===== src/rtl/uart_rx.sv =====
// ============================================================================
// Module  : uart_rx
// Brief   : 8N1 serial receiver with mid-bit sampling and framing-error pulse.
// Revision: 1.0
// ============================================================================
`default_nettype none

module uart_rx #(
    parameter logic [10:0] CLKS_9600   = 11'd1042,
    parameter logic [10:0] CLKS_14400  = 11'd695,
    parameter logic [10:0] CLKS_19200  = 11'd521,
    parameter logic [10:0] CLKS_38400  = 11'd261,
    parameter logic [10:0] CLKS_57600  = 11'd174,
    parameter logic [10:0] CLKS_115200 = 11'd87,
    parameter logic [10:0] CLKS_128000 = 11'd79,
    parameter logic [10:0] CLKS_256000 = 11'd39
) (
    input  logic       clk,
    input  logic       rst,
    input  logic [2:0] baud_rate_select,
    input  logic       Rx_Serial,
    output logic [7:0] Rx_Byte,
    output logic       Rx_Done,
    output logic       Frame_Error,
    output logic       Rx_Active
);

    typedef enum logic [2:0] {
        S_IDLE    = 3'd0,
        S_START   = 3'd1,
        S_DATA    = 3'd2,
        S_STOP    = 3'd3,
        S_CLEANUP = 3'd4
    } state_t;

    state_t      state_q;
    logic        sync1_q;
    logic        rx_sync_q;
    logic        prev_q;
    logic [10:0] div_q;
    logic [10:0] clk_count_q;
    logic [2:0]  bit_index_q;
    logic [7:0]  shift_q;
    logic [7:0]  byte_q;
    logic        done_q;
    logic        fe_q;
    logic        active_q;

    logic [10:0] baud_rate_d;
    logic [10:0] half_m1;
    logic [10:0] div_m1;

    always_comb begin
        baud_rate_d = CLKS_9600;
        case (baud_rate_select)
            3'b000:  baud_rate_d = CLKS_9600;
            3'b001:  baud_rate_d = CLKS_14400;
            3'b010:  baud_rate_d = CLKS_19200;
            3'b011:  baud_rate_d = CLKS_38400;
            3'b100:  baud_rate_d = CLKS_57600;
            3'b101:  baud_rate_d = CLKS_115200;
            3'b110:  baud_rate_d = CLKS_128000;
            3'b111:  baud_rate_d = CLKS_256000;
            default: baud_rate_d = CLKS_9600;
        endcase
    end

    assign half_m1 = (div_q >> 1) - 11'd1;
    assign div_m1  = div_q - 11'd1;

    // prev_q lets IDLE demand a falling edge, so a held-low line cannot retrigger.
    always_ff @(posedge clk or negedge rst) begin
        if (!rst) begin
            sync1_q   <= 1'b1;
            rx_sync_q <= 1'b1;
            prev_q    <= 1'b1;
        end else begin
            sync1_q   <= Rx_Serial;
            rx_sync_q <= sync1_q;
            prev_q    <= rx_sync_q;
        end
    end

    always_ff @(posedge clk or negedge rst) begin
        if (!rst) begin
            state_q     <= S_IDLE;
            div_q       <= CLKS_9600;
            clk_count_q <= 11'd0;
            bit_index_q <= 3'd0;
            shift_q     <= 8'h00;
            byte_q      <= 8'h00;
            done_q      <= 1'b0;
            fe_q        <= 1'b0;
            active_q    <= 1'b0;
        end else begin
            done_q <= 1'b0;
            fe_q   <= 1'b0;
            case (state_q)
                S_IDLE: begin
                    clk_count_q <= 11'd0;
                    bit_index_q <= 3'd0;
                    if (!rx_sync_q && prev_q) begin
                        div_q    <= baud_rate_d;
                        active_q <= 1'b1;
                        state_q  <= S_START;
                    end
                end
                S_START: begin
                    if (clk_count_q < half_m1) begin
                        clk_count_q <= clk_count_q + 11'd1;
                    end else begin
                        clk_count_q <= 11'd0;
                        if (!rx_sync_q) begin
                            state_q <= S_DATA;
                        end else begin
                            active_q <= 1'b0;
                            state_q  <= S_IDLE;
                        end
                    end
                end
                S_DATA: begin
                    if (clk_count_q < div_m1) begin
                        clk_count_q <= clk_count_q + 11'd1;
                    end else begin
                        clk_count_q          <= 11'd0;
                        shift_q[bit_index_q] <= rx_sync_q;
                        if (bit_index_q == 3'd7) begin
                            bit_index_q <= 3'd0;
                            state_q     <= S_STOP;
                        end else begin
                            bit_index_q <= bit_index_q + 3'd1;
                        end
                    end
                end
                S_STOP: begin
                    if (clk_count_q < div_m1) begin
                        clk_count_q <= clk_count_q + 11'd1;
                    end else begin
                        if (rx_sync_q) begin
                            byte_q <= shift_q;
                            done_q <= 1'b1;
                        end else begin
                            fe_q <= 1'b1;
                        end
                        active_q    <= 1'b0;
                        clk_count_q <= 11'd0;
                        state_q     <= S_CLEANUP;
                    end
                end
                S_CLEANUP: begin
                    state_q <= S_IDLE;
                end
                default: begin
                    active_q <= 1'b0;
                    state_q  <= S_IDLE;
                end
            endcase
        end
    end

    assign Rx_Byte     = byte_q;
    assign Rx_Done     = done_q;
    assign Frame_Error = fe_q;
    assign Rx_Active   = active_q;

endmodule

`default_nettype wire


===== config.mk =====
export PLATFORM = sky130hd
export DESIGN_NAME = uart_rx
export DESIGN_NICKNAME = d
export VERILOG_FILES = /design/src/rtl/uart_rx.sv
export SDC_FILE = /design/constraint.sdc
export NUM_CORES = 1
export LEC_CHECK = 0
export CAP_MARGIN = 20
export CORE_MARGIN = 2
export CORE_UTILIZATION = 42
export CTS_CLUSTER_DIAMETER = 120
export DETAILED_ROUTE_END_ITERATION = 12
export GPL_ROUTABILITY_DRIVEN = 0
export PLACE_DENSITY = 0.71
export SLEW_MARGIN = 20
export SYNTH_ARGS = -nofsm -noshare
export SYNTH_HDL_FRONTEND = slang
export SYNTH_SLANG_ARGS = --single-unit

===== constraint.sdc =====
create_clock -name clk -period 4.5 [get_ports clk]
set_input_delay 1.125 -clock clk [delete_from_list [all_inputs] [get_ports clk]]
set_output_delay 1.125 -clock clk [all_outputs]
set_load 0.05 [all_outputs]

# == Word-level counts from Yosys, hierarchy flattened ==
# Memory sizes are Yosys's and may differ from the RTL's. A register that Yosys moved wholly into a read port is not among the register bits.
# Index checks and enable logic that the tools add are counted.
# totals
latchBits,0
rom_bits,88
ramBits,0
memories,1
out_inout_bits,11
regBits,39
in_bits,6
# op_classes
n_mul,0
addsub,4
n_lt_le_gt_ge,4
n_div,0
mux,27
n_reduce_logical,15
n_bitwise,2
eq_ne,11
shifts,0
# memory_table
memory,words,width,rd,rd_clocked_by_memory_dff,write_ports,line_no,rtl
(name not given),8,11,1,1,0,55,case (baud_rate_select)
# op_table
operator,n
one-hot mux 11 bit (3 select lines),1
< comparator 11 bit,2
2-to-1 mux 11 bit,2
2-to-1 mux 3 bit,7
!= test 2 bit (second input constant),6
one-hot mux 3 bit (4 select lines),1
adder 11 x 1 -> 11 bit (second input constant),1
2-to-1 mux 1 bit,11
subtractor 10 x 1 -> 11 bit (second input constant),1
subtractor 11 x 1 -> 11 bit (second input constant),1
AND reduction 5 bit,2
bitwise mux 8 bit,1
equality test 3 x 2 -> 1 bit (second input constant),2
equality test 3 bit (second input constant),2
one-hot mux 3 bit (2 select lines),1
AND reduction 2 bit,3
< comparator 3 x 4 -> 1 bit (second input constant),1
one-hot mux 1 bit (4 select lines),1
OR reduction 2 bit,2
adder 3 x 1 -> 3 bit (second input constant),1
demux 1 bit (select 3 bit),1
equality test 3 x 1 -> 1 bit (second input constant),1
>= comparator 3 x 1 -> 1 bit (second input constant),1
logical NOT 3 bit,1
other kinds (7),10

# == Depth between registers and ports, before layout ==
# depth
word_depth,5
depth_mapped,13
mapped_depth_nobuf,12

# == Worst setup path before layout ==
# Ideal clock, no wire load.
# synth_path
path_type,register -> register
startpoint,reg div_q[4]
endpoint,reg clk_count_q[0]
t_required_ns,4.375
stages_incl_launch_ff,13
slack_ns,1.349
arrival_ns,3.026
path_buffers,1
setup_ns,0.125
cell_sequence,dfstp_2 clkbuf_1 nor4_1 nor3b_1 and2_1 nand2_1 xnor2_1 ha_1 nand4_1 a2111oi_0 a211oi_2 or2_2 mux2_2
# synth_between
elab_chain_cells,4
# synth_rtl
element,line_no,rtl
"start, declared",40,logic [10:0] div_q;
subtractor 11 x 1 -> 11 bit / subtractor 10 x 1 -> 11 bit (equally long branches),"69, 68",
"< comparator 11 bit, on equally long branches","122, 136, 109",
"2-to-1 mux 11 bit, on equally long branches","122, 136, 109",
one-hot mux 11 bit (3 select lines) *,98,case (state_q)
"end signal, assigned",110,clk_count_q <= clk_count_q + 11'd1;
"end signal, assigned",123,clk_count_q <= clk_count_q + 11'd1;
"end signal, assigned",137,clk_count_q <= clk_count_q + 11'd1;
"end, declared",41,logic [10:0] clk_count_q;
# Every way passes the cells marked *; elsewhere a longest branch is shown, timed or not.
# A chain may end at the register's enable or synchronous reset.

# == Worst setup path after layout ==
# layout_path
startpoint,reg div_q[3]
endpoint,reg clk_count_q[0]
# Same word-level chain as after synthesis.

==> impl_results.md <==
- Pre-antenna DRT Iters: 4
- VDD IR max: 0.248 mV
- # clock sinks: 50
- Crit Path Class: flip-flop to flip-flop
- NetSw: 0.000793 W
- Crit-path max FO: 13
- Worst EP arrival: 3780 ps
- Final ANT Viol Nets: 0
- Residual DRC: 0
- Mapped Area: 3170 um2
- CP cell instances: nor4_1 -> nor3b_1 -> and2_1 -> nand2_1 -> xnor2_1 -> ha_1 -> nand4_1 -> a2111oi_0 -> a211oi_2 -> or2_2 -> mux2_2
- Worst hold path type: flip-flop to flip-flop
- Sequential share of power: 39.8%
- Nets@finish: 380
- Finished Layout Cells: 443
- Via count: 2402
- Synth warn: 0
- Hpwl dp: 4590 um
- Filler Cell Count: 702
- Logic pwr share: 44.6%
- # port buffers: 16
- Htree depth: 2
- Number of global-route vias before repair: 2346
- Row cnt: 31
- Crit path capture type: flip-flop
- Hold Fails Final Rpt: 0
- Unrepaired setup endpoints after global routing: no
- Final WL: 6300 um
- Maximum number of pins on one net before global-route repair: 51
- Num CTS Buffers: 5
- Share of cells above drive strength 1: 13.4%
- Period utilization: 79.3%
- Starting density of the core: 43.4%
- Crit path launch type: flip-flop
- Die Width: 90.8 um
- Synth top cells by count: nand2_1, dfrtp_1, ha_1
- Crit path time final: 3570 ps
- Setup Viol. Count Final: 0
- Async set-reset flop share out of synthesis: 100%
- CTS tree: built
- Area of the multi-input gates: 1780 um2
- Later-pin clock latency in the skew report: 310 ps
- Biggest cell delay along the critical path: 510 ps
- CP Data Required Time: 4710 ps
- Avg WL per Cell: 14.2 um
- Most common cell in the netlist: nand2_1
- Die Y: 90.8 um
- CTS Hold Buffers Added: 0
- Post-synth EDFFs: 0
- Clk buf depth: 2
- DR vias/cell: 5.42
- Relative slew slack: 40.2%
- First-pass GRT wire length: 11300 um
- Hold Slack: 360 ps
- Core box area: 7290 um2
- Synth top area cells: dfrtp_1, ha_1, mux2_2, nand2_1, dfstp_2
- Unique masters post-synth: 43
- Iter 0 DRT Violations: 172
- IO Count: 17
- Worst-margin pin slew: 895 ps
- Main flop type after synthesis: dfrtp_1
- Antenna violations before repair: 0
- Layout area overhead: 10.3%
- Worst R2R Path Depth: 11
- FF/Latch Area: 1260 um2
- Post-synthesis sequential area ratio: 39.8%
- Cells after Synth: 333
- Pint: 0.00105 W
- Status: complete, no violations
- Sw Share: 43.0%
- Diode count: 0
- Final setup TNS: 0 ps
- Post-synth top area share: 34.8%
- Clk pwr share: 15.6%
- Max_cap viols: 0
- Resized cells post-CTS: 0
- Yosys reg bits: 50
- Aggregate global-route resource usage: 16.7%
- Avg Inst Size Synth: 9.51 um2
- Syn_nets: 370
- Clock Tree Root: clkbuf_8
- Clock skew: 2.24 ps
- Fmax: 0.280 GHz
- Clock transition at the registers of the reported paths: 90 ps
- Cell count after placement: 435
- GRT Residual Overflow: 0
- Total die area: 8250 um2
- Lkg Pwr: 1.55 nW
- Slowest CP cell: a2111oi_0
- Post-CTS setup repair buffer count: 0
- Most area-hungry cell type in the Yosys netlist: dfrtp_1
- P per Cell Area: 528 nW/um2
- Final slew viol count: 0
- Hold depth: 0
## path summary, 6_finish.rpt
kind	start	to	slack, ps
max in group asynchronous	rst	Rx_Done$_DFF_PN0_	3170
hold / removal	sync1_q$_DFF_PN1_	rx_sync_q$_DFF_PN1_	360
setup reg to reg	div_q[3]$_DFFE_PN0P_	clk_count_q[0]$_DFFE_PN0P_	930
min in group asynchronous	rst	clk_count_q[5]$_DFFE_PN0P_	890
hold reg to reg	sync1_q$_DFF_PN1_	rx_sync_q$_DFF_PN1_	360
setup / recovery	div_q[3]$_DFFE_PN0P_	clk_count_q[0]$_DFFE_PN0P_	930
## stage by stage
step	area, um2	setup slack, ps	power (W)	util, %
5_1_grt	3490	604	0.00201	47.9
4_1_cts	3490	938	0.00186	47.9
2_1_floorplan	3170	1350	0.00136	-
3_3_place_gp	3380	1080	0.00152	46.4
6_report	3490	930	0.00184	47.9
3_5_place_dp	3390	949	0.00156	46.5
## registers in the layout, indices dropped and copies added, names as in the netlist, 3 cells and up
register,cells
clk_count_q,11
div_q,11
Rx_Byte,8
shift_q,8
bit_index_q,3
state_q,3
## metal layers
| metal | vias up | global-route usage, % | part of all wire [%] |
|---|---|---|---|
| li1 | 1192 | - | - |
| met2 | 36 | 27.3 | 49 |
| met4 | 0 | 4.55 | 1.2 |
| met3 | 9 | 3.01 | 3.5 |
| met1 | 1165 | 22.7 | 47 |
| met5 | - | 0 | 0 |
## final cells by class
type                            instances  area share, %
Timing Repair Buffer                   19           5.09
Inverter                               15           1.61
Clock buffer                            6           2.37
Multi-Input combinational cell        252           50.9
Clock inverter                          2          0.466
Tap cell                               99           3.55
Sequential cell                        50           36.1
## critical path, delay by kind of cell, from the launching register on
family / cells / cell delay (ps)
AND/OR/NAND/NOR: 6 / 1530
XOR/XNOR: 1 / 130
AO/OA/AOI/OAI: 2 / 750
flip-flops: 1 / 480
multiplexers: 1 / 270
adder cells (fa/ha/maj): 1 / 300
## power by group through the flow
stage	Sequential [W]	Combinational (W)	Clock, W
after floorplan	0.000680	0.000677	0
after global placement	0.000735	0.000790	0
after detailed placement	0.000740	0.000821	0
after CTS	0.000733	0.000826	0.000296
after global routing	0.000759	0.000934	0.000312
final	0.000734	0.000822	0.000287
## layout by cell type (no fill, tap or decap), types with 2 or more instances in the layout
cell type / n
nand2_1: 46
dfrtp_1: 44
ha_1: 31
nor2_1: 20
a21oi_1: 18
mux2_2: 17
inv_1: 15
clkdlybuf4s50_1: 15
o21ai_0: 14
xnor2_1: 13
nand3_1: 12
nor3_1: 10
nor4_1: 9
o22ai_1: 9
clkbuf_8: 6
dfstp_2: 6
or2_2: 5
and2_1: 5
xor2_1: 4
nor2b_1: 4
mux2i_1: 4
nand4_1: 3
o211ai_1: 3
o31a_1: 3
buf_4: 3
nor3b_1: 2
a211o_1: 2
a211oi_2: 2
o21a_1: 2
a22o_1: 2
## cell families after synthesis
logic type	Yosys count	synth area share (%)
mux	21	7.31
xor+xnor	17	4.70
buf+inv	31	4.15
flops	50	39.8
fa+ha+maj	31	12.3
compound gates	63	13.6
simple gates	120	18.3
Note: power is estimated with default switching activity, not from simulation.
